<file path="src/rtl/mult_share_pkg.sv">
// mult_share_pkg: shared types and default sizes for the multiplier-sharing
// controller. Imported by mult_share_ctrl.
package mult_share_pkg;

  localparam int NUM_REQ_DEF  = 4;
  localparam int IN_BITS_DEF  = 8;
  localparam int OUT_BITS_DEF = 16;

  typedef enum logic [2:0] {
    IDLE   = 3'd0,
    START  = 3'd1,
    SETTLE = 3'd2,
    WAIT   = 3'd3,
    DONE   = 3'd4
  } state_t;

endpackage

</file>
<file path="src/rtl/rr_arbiter.sv">
// rr_arbiter: combinational round-robin picker.
//   req  - request vector
//   ptr  - highest-priority index (search starts here, wraps)
//   gnt  - one-hot grant of the first set req bit at or above ptr, 0 if none
module rr_arbiter #(
  parameter int NUM_REQ = 4
) (
  input  logic [NUM_REQ-1:0]         req,
  input  logic [$clog2(NUM_REQ)-1:0] ptr,
  output logic [NUM_REQ-1:0]         gnt
);

  localparam int PW = $clog2(NUM_REQ);
  localparam int SW = PW + 1;

  // one extra bit so ptr+off never overflows before the wrap subtract
  logic [SW-1:0] sum;
  logic [PW-1:0] idx;
  logic          found;

  always_comb begin
    gnt   = '0;
    found = 1'b0;
    sum   = '0;
    idx   = '0;
    for (int off = 0; off < NUM_REQ; off++) begin
      sum = {1'b0, ptr} + SW'(off);
      if (sum >= SW'(NUM_REQ)) sum = sum - SW'(NUM_REQ);
      idx = sum[PW-1:0];
      if (!found && req[idx]) begin
        gnt[idx] = 1'b1;
        found    = 1'b1;
      end
    end
  end

endmodule

</file>
<file path="src/rtl/mult_share_ctrl.sv">
// mult_share_ctrl: shares one sequential multiplier between NUM_REQ clients.
// Round-robin arbitration in IDLE, operands latched at grant, one-cycle start
// pulse, completion wait, then a one-cycle done strobe to the owner.
//
// Ports:
//   in_clk / in_rst          clock (rising), async active-low reset
//   in_req                   per-requester request levels
//   in_a / in_b              packed operands, requester i at [i*IN_BITS +: IN_BITS]
//   out_grant                one-hot owner, grant through done
//   out_done                 one-cycle completion strobe to owner
//   out_prod                 last product, held until next done
//   out_busy                 high whenever not IDLE
//   out_mult_start           start pulse to the multiplier
//   out_mult_a / out_mult_b  latched operands to the multiplier
//   in_mult_finished         multiplier finished flag
//   in_mult_prod             multiplier product
//   out_err                  (MULT_SHARE_TIMEOUT_EN only) timeout flag in done cycle
//
// Build option: define MULT_SHARE_TIMEOUT_EN to abort a WAIT that lasts
// TIMEOUT cycles (done with product 0 and out_err=1).
module mult_share_ctrl
  import mult_share_pkg::*;
#(
  parameter int NUM_REQ  = NUM_REQ_DEF,
  parameter int IN_BITS  = IN_BITS_DEF,
  parameter int OUT_BITS = OUT_BITS_DEF
`ifdef MULT_SHARE_TIMEOUT_EN
  , parameter int TIMEOUT = 64
`endif
) (
  input  logic                        in_clk,
  input  logic                        in_rst,
  input  logic [NUM_REQ-1:0]          in_req,
  input  logic [NUM_REQ*IN_BITS-1:0]  in_a,
  input  logic [NUM_REQ*IN_BITS-1:0]  in_b,
  output logic [NUM_REQ-1:0]          out_grant,
  output logic [NUM_REQ-1:0]          out_done,
  output logic [OUT_BITS-1:0]         out_prod,
  output logic                        out_busy,
  output logic                        out_mult_start,
  output logic [IN_BITS-1:0]          out_mult_a,
  output logic [IN_BITS-1:0]          out_mult_b,
  input  logic                        in_mult_finished,
  input  logic [OUT_BITS-1:0]         in_mult_prod
`ifdef MULT_SHARE_TIMEOUT_EN
  , output logic                      out_err
`endif
);

  localparam int PW = $clog2(NUM_REQ);

  state_t               state, nxt;
  logic [PW-1:0]        ptr, owner, nptr;
  logic [NUM_REQ-1:0]   arb_gnt, grant_q;
  logic [IN_BITS-1:0]   a_sel, b_sel, a_q, b_q;
  logic [OUT_BITS-1:0]  prod_q;
  logic                 tmo;

  rr_arbiter #(.NUM_REQ(NUM_REQ)) u_arb (
    .req (in_req),
    .ptr (ptr),
    .gnt (arb_gnt)
  );

  // one-hot AND-OR operand select
  always_comb begin
    a_sel = '0;
    b_sel = '0;
    for (int i = 0; i < NUM_REQ; i++) begin
      if (arb_gnt[i]) begin
        a_sel = in_a[i*IN_BITS +: IN_BITS];
        b_sel = in_b[i*IN_BITS +: IN_BITS];
      end
    end
  end

  always_comb begin
    owner = '0;
    for (int i = 0; i < NUM_REQ; i++)
      if (grant_q[i]) owner = PW'(i);
  end

  assign nptr = (owner == PW'(NUM_REQ-1)) ? '0 : owner + 1'b1;

`ifdef MULT_SHARE_TIMEOUT_EN
  localparam int CW = $clog2(TIMEOUT+1);
  logic [CW-1:0] wcnt;
  logic          err_q;

  // wcnt counts completed WAIT cycles; abort in the cycle it would reach TIMEOUT
  assign tmo = (state == WAIT) && !in_mult_finished && (wcnt == CW'(TIMEOUT-1));

  always_ff @(posedge in_clk or negedge in_rst) begin
    if (!in_rst) begin
      wcnt  <= '0;
      err_q <= 1'b0;
    end else begin
      wcnt <= (state == WAIT) ? wcnt + 1'b1 : '0;
      if (tmo)                 err_q <= 1'b1;
      else if (state == DONE)  err_q <= 1'b0;
    end
  end

  assign out_err = err_q;
`else
  assign tmo = 1'b0;
`endif

  always_ff @(posedge in_clk or negedge in_rst) begin
    if (!in_rst) state <= IDLE;
    else         state <= nxt;
  end

  // next state and strobes; SETTLE exists because finished may still be high
  // from the previous operation for a cycle after start
  always_comb begin
    nxt            = state;
    out_busy       = 1'b1;
    out_mult_start = 1'b0;
    out_done       = '0;
    case (state)
      IDLE: begin
        out_busy = 1'b0;
        if (|in_req) nxt = START;
      end
      START: begin
        out_mult_start = 1'b1;
        nxt            = SETTLE;
      end
      SETTLE: nxt = WAIT;
      WAIT:   if (in_mult_finished || tmo) nxt = DONE;
      DONE: begin
        out_done = grant_q;
        nxt      = IDLE;
      end
      default: nxt = IDLE;
    endcase
  end

  always_ff @(posedge in_clk or negedge in_rst) begin
    if (!in_rst) begin
      grant_q <= '0;
      a_q     <= '0;
      b_q     <= '0;
      prod_q  <= '0;
      ptr     <= '0;
    end else begin
      case (state)
        IDLE: if (|in_req) begin
          grant_q <= arb_gnt;
          a_q     <= a_sel;
          b_q     <= b_sel;
        end
        WAIT: begin
          if (in_mult_finished) prod_q <= in_mult_prod;
          else if (tmo)         prod_q <= '0;
        end
        DONE: begin
          grant_q <= '0;
          ptr     <= nptr;
        end
        default: ;
      endcase
    end
  end

  assign out_grant  = grant_q;
  assign out_prod   = prod_q;
  assign out_mult_a = a_q;
  assign out_mult_b = b_q;

endmodule

</file>
<file path="config.mk">
export PLATFORM = sky130hd
export DESIGN_NAME = mult_share_ctrl
export DESIGN_NICKNAME = d
export VERILOG_FILES = /design/src/rtl/mult_share_pkg.sv /design/src/rtl/rr_arbiter.sv /design/src/rtl/mult_share_ctrl.sv
export SDC_FILE = /design/constraint.sdc
export NUM_CORES = 1
export LEC_CHECK = 0
export ABC_AREA = 1
export CORE_MARGIN = 2
export CORE_UTILIZATION = 37
export DETAILED_ROUTE_END_ITERATION = 7
export PLACE_DENSITY = 0.77
export SYNTH_ARGS = -nofsm -noshare
export SYNTH_HDL_FRONTEND = slang
export SYNTH_SLANG_ARGS = --single-unit
</file>
<file path="constraint.sdc">
create_clock -name in_clk -period 2 [get_ports in_clk]
set_input_delay 0.2 -clock in_clk [delete_from_list [all_inputs] [get_ports in_clk]]
set_output_delay 0.2 -clock in_clk [all_outputs]
set_load 0.02 [all_outputs]
</file>
Word-level counts from Yosys, hierarchy flattened
Index checks and enable logic that the tools add are counted.

operators by class
  eq/ne operators = 7
  bitwise gates (word level) = 3
  order comparisons = 12
  muxes and demuxes = 47
  reductions and logical operators = 17
  add/subtract/negate cells = 8

operators by type and width
  kind                 number
  $mux 8               8
  $mux 4               6
  $mux 1               14
  $mux 2               7
  $lt 2x3->1 const B   4
  $or 4x4->4           3
  $pmux 3 s4           1
  $ge 3x3->1 const B   3
  $bmux 1 s2           4
  $demux 1 s2          4
  $ge 2x1->1 const B   4
  $pmux 4 s2           1
  $reduce_and 2->1     4
  $sub 2x1->2 const B  4
  $logic_and 1x1->1    7
  $add 2x2->3 const B  2
  $eq 3x2->1 const B   2
  $mux 3               2
  $ne 2x2->1 const B   2
  $reduce_or 4->1      1
  $add 2x1->3 const B  1
  $eq 3x1->1 const B   1
  $eq 3x3->1 const B   1
  $ge 2x3->1 const B   1
  5 further kinds      7

storage, ports and cells
  register bits after elaboration = 41
  logic and storage cells = 100

Longest topological paths before layout
  word-level depth = 18
  gate-level depth with buffers = 16
  depth with buffers taken out = 15

Cells and area by module
A second synthesis with hierarchy kept.

second synthesis, totals
  cells, all modules = 402
  area, all modules = 2,666.3 µm²

modules (own cells, without submodules)
  module           area an instance (µm²)  times used  seq. area each (µm²)  cells each
  mult_share_ctrl  2,269.7                 1           1,026.0               329
  rr_arbiter       396.6                   1           0.0                   73

Worst setup path after synthesis
OpenSTA, ideal clock, no wires.

  path kind = flip-flop to flip-flop
  from = reg ptr[0]
  to = reg a_q[4] (netlist: out_mult_a[4])
  data required time = 1.884 ns
  stages on the path, launching flop included = 16
  clock period less this slack = 2.138 ns
  setup slack = -0.138 ns
  buffers on the path = 1
  arrival = 2.022 ns
  cells stage by stage = dfrtp_1 -> inv_2 -> ha_1 -> inv_1 -> nand3_1 -> nand2_1 -> nand2_4 -> nor2_4 -> nand2_1 -> nand3_4 -> inv_4 -> buf_6 -> nor2_1 -> nor2_1 -> nand2_1 -> nand2_1

between the ends
  longest elaborated chain between the ends = 18

ends and longest elaborated chain
  item                                                  RTL line                text
  start, declared                                       mult_share_ctrl.sv:53   logic [PW-1:0] ptr, owner, nptr;
  start signal, assigned                                mult_share_ctrl.sv:160  ptr <= nptr;
  branches (longest 13 deep; another with $add 2x1->3)  -
  $mux 4 *                                              rr_arbiter.sv:30        if (!found && req[idx]) begin
  $mux 8 (3 in series)                                  mult_share_ctrl.sv:70   if (arb_gnt[i]) begin
  $mux 8 *                                              mult_share_ctrl.sv:70
  end signal, assigned                                  mult_share_ctrl.sv:151  a_q <= a_sel;
  end, declared                                         mult_share_ctrl.sv:55   logic [IN_BITS-1:0] a_sel, b_sel, a_q, b_q;

Mark *: on every way between the ends. The select of a mux whose other input is x is not followed.
A chain may end at the register's enable or synchronous reset.

Worst setup path in the final report
  from = reg ptr[1]
  to = reg b_q[2] (netlist: out_mult_b[2])

between the ends
  longest elaborated chain between the ends = 18

ends and longest elaborated chain
  item                                                  RTL line                text
  branches (longest 13 deep; another with $add 2x1->3)  -
  $mux 4 *                                              rr_arbiter.sv:30
  $mux 8 (3 in series)                                  mult_share_ctrl.sv:70
  $mux 8 *                                              mult_share_ctrl.sv:70
  end signal, assigned                                  mult_share_ctrl.sv:152  b_q <= b_sel;
  end, declared                                         mult_share_ctrl.sv:55

Marked as above.

==> impl_metrics.py <==
metrics = {
    "timing": {
        "fin_hold_ws_ns": 0.4368,
        "max_freq_mhz": 512.7,
        "worst_pin_slew_ns": 0.6369,
        "relSlewSlack": 0.5754,
        "hold_viol": 0,
        "drv_slew": 0,
        "worst_clock_skew_ns": 0.006739,
        "setup_viol": 0,
        "rsz0062_at_grt": "yes",
        "fin_crit_ns": 1.950,
        "period_share": 0.9752,
    },
    "drt": {
        "routedWlPerCell_um": 13.85,
        "postRouteAntennaNets": 0,
        "vias": 3121,
        "avgViaCountPerCell": 4.809,
        "drc": 0,
        "firstDrtPassIters": 5,
        "routed_wl_um": 8988,
        "drt_iter0_drc": 181,
    },
    "yosys": {
        "synth_compound_area_frac": 0.07764,
        "syn_area_um2": 2691,
        "synth_edf_count": 0,
        "yosys_warnings": 0,
        "yosys.area_share.adder": 0.03254,
        "synth_top_flop_cell": "dfrtp_1",
        "yosys.area_share.simple": 0.4226,
        "synth-xor-area-share": 0,
        "synth_nets": 498,
        "ys_ff_latch": 41,
        "synth_top_family_by_area": "simple AND/OR/NAND/NOR gates",
        "avgSynthCellArea_um2": 6.662,
        "synth.yosys.seq_area_share": 0.3812,
        "synthMuxAreaShare": 0,
        "synth_cells": 404,
        "synth.distinct_cells": 28,
        "async_flop_share": 1.000,
    },
    "global_routing": {
        "antenna_found_initial": 0,
        "globalRouteMet2Util": 0.3744,
        "use_met3": 0.04709,
        "use_met1": 0.2555,
        "grt_pass1_vias": 2857,
        "grt-busiest-layer": "met2",
        "gr-total-overflow": 0,
        "grt.total_usage": 0.2079,
        "grt_pass1_wl_um": 12940,
        "grt_max_degree": 32,
    },
    "critical_path": {
        "slowest_stage": "dfrtp_1",
        "path_max_fanout": 8,
        "r2r-start": "ptr[1]",
        "critical_path_class": "reg2reg",
        "end_kind": "flop",
        "worstSetupStartpointType": "flop",
        "crit_cells": 11,
        "critPathTopFamily": "simple AND/OR/NAND/NOR gates",
        "reg2reg_slack_ns": 0.05,
        "cp_common_cell": "nand2_1",
        "cp.arrival_ns": 2.13,
        "r2r_cells": 11,
        "r2r-end": "out_mult_b[2]",
        "worstPathCellList": "buf_4 -> buf_4 -> ha_1 -> nand3_1 -> nand2_1 -> nand3b_4 -> clkbuf_16 -> a21oi_2 -> nand2_2 -> nand2_1 -> nand2_1",
        "worst_ep_required_time_ns": 2.18,
        "critPathBufInv": 3,
        "cp_slowest_stage_delay_ns": 0.40,
    },
    "final_layout": {
        "diodes": 0,
        "multi_input_area_um2": 1567,
        "fill_cells": 632,
        "final-seq-area_um2": 1027,
        "syn_to_final_growth_pct": 67.46,
        "drive_above_1_share": 0.1382,
        "nets": 643,
        "final_cells": 649,
    },
    "power_and_ir_drop": {
        "powerDensity_nw_per_um2": 1784,
        "comb_power_share": 0.737,
        "clkPwrFrac": 0.084,
        "p_sw_frac": 0.4814,
        "power_switching_w": 0.003870,
        "peakVddDrop_mv": 0.8102,
        "power_frac_seq": 0.180,
        "leakagePower_nw": 2.276,
        "cellInternalPower_w": 0.004169,
    },
    "clock_network": {
        "h-tree-depth": 2,
        "clock_latency_ns": 0.29,
        "numCtsBuffers": 5,
        "root_buffer": "clkbuf_8",
        "clockBufferDepth": 2,
        "cts_tree": "done",
        "path_clk_slew_ns": 0.08,
        "cts.sinks": 41,
    },
    "placed_design": {
        "dp.cells": 633,
        "hpwlAfterDp_um": 6546,
        "portBuffers": 128,
        "gp_congestion": 0.9099,
    },
    "die": {
        "die-area_um2": 7972,
        "fp.dieW_um": 89.29,
        "die_y_um": 89.29,
        "rows": 31,
        "io_pins": 129,
        "initial_core_util": 0.3771,
        "fp.coreArea_um2": 7137,
    },
    "hold_path": {
        "hold_path_class": "in2reg",
        "hold_depth": 3,
        "whs_endpoint": "out_prod[3]",
        "hold_path.startpoint": "in_mult_prod[3]",
    },
    "run_status": {
        "status": "finished clean",
    },
    "job": {
        "max_cap_violations": 0,
    },
}
[worst min-delay path: stages]
cell and delay [ns]:
clkdlybuf4s50_1 0.39, nand2_1 0.06, nand2_1 0.04
[layout make-up]
type,count,area share
Inverter,37,0.03304
Clock inverter,3,0.009717
Clock buffer,5,0.01527
Tap cell,99,0.02748
Sequential cell,41,0.2279
Multi-Input combinational cell,314,0.3476
Timing Repair Buffer,150,0.3390
[sequential cells by signal, summed over array words and instances (netlist names)]
signal and cells:
out_grant 4, out_mult_a 8, state 3, out_prod 16
ptr 2, out_mult_b 8
[how the worst max path moves through the flow]
stage,startpoint,slack [ns],end
2_1_floorplan,ptr[0],0.04,out_mult_a[4]
3_3_place_gp,in_req[3],-0.03,out_mult_b[2]
3_5_place_dp,in_req[3],-0.09,out_mult_a[5]
4_1_cts,ptr[0],0.01,out_mult_a[5]
5_1_grt,ptr[1],-0.07,out_mult_a[4]
6_report,ptr[1],0.05,out_mult_b[2]
[power groups by stage]
stage,Combinational (W),Sequential [W],Clock [W]
5_1_grt,0.00646,0.00149,0.000732
6_report,0.00592,0.00144,0.000674
3_5_place_dp,0.00520,0.00143,0
3_3_place_gp,0.00505,0.00144,0
4_1_cts,0.00540,0.00144,0.000693
2_1_floorplan,0.00300,0.00183,0
[per-stage QoR]
| stage | setup slack, ns | utilization | TNS (ns) | power, W | cell area, µm² |
|---|---|---|---|---|---|
| 5_1_grt | -0.06742 | 0.6315 | -0.7024 | 0.008684 | 4507 |
| 3_5_place_dp | -0.08791 | 0.5840 | -0.9917 | 0.006627 | 4168 |
| 4_1_cts | 0.009613 | 0.6076 | 0 | 0.007528 | 4337 |
| 3_3_place_gp | -0.02791 | 0.5840 | -0.1132 | 0.006491 | 4168 |
| 2_1_floorplan | 0.04184 | - | 0 | 0.004838 | 2708 |
| 6_report | 0.04957 | 0.6315 | 0 | 0.008039 | 4507 |
[synthesized netlist by cell type, types with 2 or more instances]
| cell | n | area share |
|---|---|---|
| a21oi_1 | 32 | 0.060 |
| inv_1 | 33 | 0.046 |
| nand3_2 | 2 | 0.0074 |
| dfrtp_1 | 41 | 0.38 |
| buf_4 | 4 | 0.011 |
| ha_1 | 7 | 0.033 |
| nor2_4 | 2 | 0.0084 |
| o22ai_1 | 2 | 0.0046 |
| nand2_1 | 190 | 0.26 |
| nand3_1 | 20 | 0.037 |
| clkbuf_1 | 3 | 0.0042 |
| nand2_2 | 4 | 0.0093 |
| nand3_4 | 2 | 0.013 |
| o21ai_0 | 4 | 0.0074 |
| nor3_1 | 3 | 0.0056 |
| buf_2 | 3 | 0.0056 |
| nand2_4 | 2 | 0.0084 |
| inv_2 | 2 | 0.0028 |
| buf_6 | 3 | 0.013 |
| nor2_1 | 37 | 0.052 |
[repair_timing]
action,4_1_cts,5_1_grt
gates resized for setup,12,31
pin swaps,1,15
endpoints found under the setup margin,11,21
setup buffers,0,4
hold buffers,1,0
cloned,1,2
endpoints found under the hold margin,28,0
[layer usage]
layer | wire length [µm] | share of wire
met5 | 0 | 0
met4 | 53 | 0.0059
met3 | 842 | 0.094
met2 | 4495 | 0.50
met1 | 3596 | 0.40
[cell families after synthesis]
group,after synthesis
buf+inv,50
fa+ha+maj,7
flops,41
compound gates,40
simple gates,266
[cell usage in the layout, fill, tap and decap left out, types with 3 or more instances in the layout]
cell type | Yosys | final
buf_12 | 0 | 3
nand3_1 | 20 | 19
nand2_2 | 4 | 16
clkbuf_8 | 0 | 5
nand2_1 | 190 | 178
a21oi_1 | 32 | 25
inv_4 | 1 | 4
buf_4 | 4 | 13
nand3_4 | 2 | 4
nand3b_4 | 1 | 3
a21oi_2 | 0 | 6
ha_1 | 7 | 6
clkdlybuf4s50_1 | 0 | 122
o21ai_0 | 4 | 4
dlygate4sd2_1 | 0 | 3
nor2_1 | 37 | 36
dfrtp_1 | 41 | 40
inv_1 | 33 | 30
(Power assumes the default switching activity.)
